<file path="src/rtl/nibble_packer.sv">
// Packs a valid/ready stream of 4-bit values into MSB-first words of NIBBLES nibbles.
// A word may close early on in_last, with the unused low slots filled by PAD.
module nibble_packer #(
    parameter int          NIBBLES = 8,
    parameter logic [3:0]  PAD     = 4'hF
) (
    input  logic                   clk,
    input  logic                   rst_n,
    input  logic                   in_valid,
    output logic                   in_ready,
    input  logic [3:0]             in_data,
    input  logic                   in_last,
    output logic                   out_valid,
    input  logic                   out_ready,
    output logic [4*NIBBLES-1:0]   out_word,
    output logic [$clog2(NIBBLES+1)-1:0] out_count
);

    localparam int WORD_W = 4 * NIBBLES;
    localparam int CNT_W  = $clog2(NIBBLES);
    localparam int OC_W   = $clog2(NIBBLES + 1);

    typedef enum logic {FILL, WAIT} state_t;

    state_t              state;
    logic [CNT_W-1:0]    cnt;
    logic [WORD_W-1:0]   asm_word;
    logic [WORD_W-1:0]   merged;
    logic                accept;
    logic                complete;
    logic                hold_free;

    assign in_ready  = (state == FILL);
    assign accept    = in_valid && (state == FILL);
    assign complete  = in_last || (cnt == CNT_W'(NIBBLES - 1));
    assign hold_free = !out_valid || out_ready;

    // Assembly word with the incoming nibble placed at slot cnt; on an early
    // close every later slot is overwritten with PAD.
    always_comb begin
        merged = asm_word;
        for (int i = 0; i < NIBBLES; i++) begin
            if (i == int'(cnt))
                merged[WORD_W-1-4*i -: 4] = in_data;
            else if (i > int'(cnt) && in_last)
                merged[WORD_W-1-4*i -: 4] = PAD;
        end
    end

    // In WAIT, cnt keeps the slot index of the closing nibble so the held
    // word's count is still available when it moves to the output.
    always_ff @(posedge clk or negedge rst_n) begin
        if (!rst_n) begin
            state     <= FILL;
            cnt       <= '0;
            asm_word  <= '0;
            out_valid <= 1'b0;
            out_word  <= '0;
            out_count <= '0;
        end else begin
            if (out_valid && out_ready)
                out_valid <= 1'b0;
            case (state)
                FILL: begin
                    if (accept) begin
                        asm_word <= merged;
                        if (complete) begin
                            if (hold_free) begin
                                out_valid <= 1'b1;
                                out_word  <= merged;
                                out_count <= OC_W'(cnt) + OC_W'(1);
                                cnt       <= '0;
                            end else begin
                                state <= WAIT;
                            end
                        end else begin
                            cnt <= cnt + CNT_W'(1);
                        end
                    end
                end
                WAIT: begin
                    if (hold_free) begin
                        out_valid <= 1'b1;
                        out_word  <= asm_word;
                        out_count <= OC_W'(cnt) + OC_W'(1);
                        cnt       <= '0;
                        state     <= FILL;
                    end
                end
                default: state <= FILL;
            endcase
        end
    end

endmodule

</file>
<file path="config.mk">
export PLATFORM = sky130hd
export DESIGN_NAME = nibble_packer
export DESIGN_NICKNAME = d
export VERILOG_FILES = /design/src/rtl/nibble_packer.sv
export SDC_FILE = /design/constraint.sdc
export NUM_CORES = 1
export LEC_CHECK = 0
export BUFFER_PORTS_ARGS = -buffer_cell sky130_fd_sc_hd__buf_2
export CAP_MARGIN = 20
export CORE_ASPECT_RATIO = 0.9
export CORE_MARGIN = 5
export CORE_UTILIZATION = 56
export DETAILED_ROUTE_END_ITERATION = 6
export PLACE_DENSITY_LB_ADDON = 0.2
export REMOVE_ABC_BUFFERS = 1
export SYNTH_ARGS = -nofsm -noshare
export SYNTH_HDL_FRONTEND = slang
export SYNTH_SLANG_ARGS = --single-unit
</file>
<file path="constraint.sdc">
create_clock -name clk -period 5.3 [get_ports clk]
set_input_delay 0.53 -clock clk [delete_from_list [all_inputs] [get_ports clk]]
set_output_delay 0.53 -clock clk [all_outputs]
set_load 0.005 [all_outputs]
</file>
==> out/qor.csv <==
stage,metric,value,unit
outcome,status,"complete, no violations",
worst_setup_path,rr_endpoint,out_word[4]$_DFFE_PN0P_,
routing,wirelength,7.45,mm
cells_and_area,final_nets,392,
worst_setup_path,r2r_cells,7,
floorplan,die_y,85.6,µm
cells_and_area,area_growth,11.4,%
timing,timing.setup.tns,0,ps
yosys,netlist_area,0.00356,mm²
timing,min_period,2780,ps
global_routing,grt-ovfl-total,0,
clock_tree,cts_root_buf,clkbuf_8,
worst_setup_path,required,5530,ps
worst_setup_path,cpPeakStageDelay,680,ps
worst_setup_path,arrival,3010,ps
power_and_ir_drop,max-vdd-ir-drop,0.253,mV
cells_and_area,antennaDiodeCount,0,
clock_tree,cts_resized,0,
clock_tree,cts_hold_buf,0,
timing,rsz0062_at_grt,false,
yosys,avgSynthCellArea,10.4,µm²
placed_design,port_buffers,46,
floorplan,die-area,0.00805,mm²
timing,fin_crit_sh,52.4,%
yosys,synthFlopType,dfrtp_1,
yosys,async_reset_ff_share,100,%
worst_setup_path,worst-path-stages,7,
placed_design,hpwlAfterDp,4.93,mm
yosys,synth_area_leaders,"dfrtp_1 (51%), o21ai_0 (4.9%), nand2_1 (4.1%), o22a_1 (3.9%), nor2_1 (2.4%)",
timing,setup-violations-final,0,
timing,fin_skew,4.86,ps
power_and_ir_drop,fin_total_pwr,1760,µW
global_routing,grt_max_degree,74,
worst_setup_path,cpMaxStageDelayCell,dfrtp_1,
yosys,yosysWarnings,0,
clock_tree,htree_levels,3,
routing,drc_errors,0,
global_routing,antenna_found_initial,0,
timing,worstMarginPinSlew,972,ps
worst_setup_path,cp-start-kind,flop,
clock_tree,clockBufferDepth,2,
worst_setup_path,path_class,reg2reg,
floorplan,core_area,0.00615,mm²
timing,max_slew_margin,35.2,%
clock_tree,cts_tree,built,
yosys,syn_inst,343,
floorplan,top_level_ports,47,
routing,viasPerCell,5.86,
global_routing,grt_pass1_vias,2617,
worst_setup_path,rrSetupSlack,2520,ps
yosys,synth.distinct_cells,43,
worst_setup_path,r2r_start,cnt[2]$_DFFE_PN0N_,
cells_and_area,drive_gt1_share,21.1,%
clock_tree,cts_buffers,9,
floorplan,die_w,94.0,µm
routing,drt_iter0_drc,194,
routing,drt_pass1_iterations,4,
timing,finalHoldViolCount,0,
power_and_ir_drop,leakage,0.00178,µW
yosys,synth_edf_count,0,
worst_setup_path,endpoint_kind,flop,
yosys,ys_ff_latch,73,
yosys,synth_common_cells,"dfrtp_1 (73), nand2_1 (39), o21ai_0 (35)",
routing,wl_per_cell,16.0,µm
clock_tree,clkLatencyLatePin,340,ps
worst_setup_path,cp_num_buf_inv,2,
yosys,yosys.area.top_type,dfrtp_1,
global_routing,track_usage,19.9,%
routing,dr_total_vias,2738,
yosys,yosysSeqAreaShare,51.3,%
worst_setup_path,critical-path-top-delay-family,compound AO/OA/AOI/OAI gates,
power_and_ir_drop,power_density,445,mW/mm²
job,maxCapViolations,0,
clock_tree,cts.reportedPaths.clkPinSlew,70,ps
yosys,synth_top_cell_area_share,51.3,%
clock_tree,cts_setup_buffers,0,
global_routing,grt_pass1_wl,12.7,mm
cells_and_area,final_util,64.5,%
routing,ant_nets,0,
worst_setup_path,crit_fanout,25,
min_path,holdCritPathClass,in2async,
floorplan,rows,27,
placed_design,place.gp.congestion,0.749,
timing,final-max-slew-violation-count,0,
timing,clock.fmax,360,MHz
worst_setup_path,cp_cell_sequence,"ha_1, o21a_2, o21ai_4, buf_16, buf_4, a311oi_1, a22o_1",
yosys,synth_most_common_cell,dfrtp_1,
floorplan,start_util,57.9,%
clock_tree,cts_sinks,73,
-- worst max path at each step --
stage | start | to | slack [ps]
final | cnt[2]$_DFFE_PN0N_ | out_word[4]$_DFFE_PN0P_ | 2520
after global routing | cnt[2]$_DFFE_PN0N_ | out_word[6]$_DFFE_PN0P_ | 2340
after CTS | cnt[2]$_DFFE_PN0N_ | out_word[4]$_DFFE_PN0P_ | 2310
after detailed placement | cnt[2]$_DFFE_PN0N_ | out_word[4]$_DFFE_PN0P_ | 2310
after global placement | cnt[2]$_DFFE_PN0N_ | out_word[4]$_DFFE_PN0P_ | 2400
after floorplan | cnt[2]$_DFFE_PN0N_ | out_count[1]$_DFFE_PN0P_ | 2760
-- cell type report --
type | count | area (µm²)
Clock buffer | 10 | 138
Inverter | 12 | 45.0
Clock inverter | 4 | 45.0
Sequential cell | 73 | 1830
Fill cell | 536 | 2180
Timing Repair Buffer | 49 | 273
Tap cell | 87 | 109
Multi-Input combinational cell | 232 | 1530
-- placed cells by master (no fill, tap or decap), types with 6 or more instances in the layout --
cell and n:
dfrtp_1 73, buf_2 46, nand2_1 39, o21ai_0 35, nor2_1 23, o22a_1 16, inv_1 12, o22ai_1 12
a21oi_1 10, clkbuf_8 10, o32a_1 8, nand2b_1 7, o21ai_1 6, a21o_1 6, ha_1 6
-- where the power goes --
group | switching (µW) | total [µW] | internal, µW
Sequential | 109 | 826 | 717
Combinational | 276 | 528 | 252
Clock | 186 | 408 | 222
Total | 571 | 1760 | 1190
-- layer usage --
metal / global-route usage (%) / vias up / wire length (µm)
li1: - / 1314 / -
met1: 26.9 / 1351 / 3480
met2: 31.7 / 65 / 3520
met3: 5.61 / 8 / 341
met4: 5.77 / 0 / 116
met5: 0 / - / 0
-- flip-flops by register name (all words and copies together) (netlist names) --
name and cells:
state 1, out_count 4, cnt 3, out_word 32, out_valid 1, asm_word 32
-- through the flow --
stage	std cells	instance area (µm²)	hold WS [ps]	setup WS [ps]
detailed placement	452	3750	469	2310
CTS	466	3940	425	2310
global route	467	3960	483	2340
finish	467	3960	401	2520
global placement	452	3750	460	2400
floorplan	317	3400	234	2760
-- cells by family after synthesis --
| logic type | count (synthesis) | synth area share, % |
|---|---|---|
| xor gates and xnor gates | 1 | 0.246 |
| DFF | 73 | 51.3 |
| and+or+nand+nor | 86 | 11.2 |
| muxes | 10 | 2.99 |
| adders and majority gates | 6 | 2.11 |
| buffers and inverters | 38 | 5.76 |
| AOI/OAI and AO/OA | 129 | 26.4 |
Power figures use the tool's default switching activity.
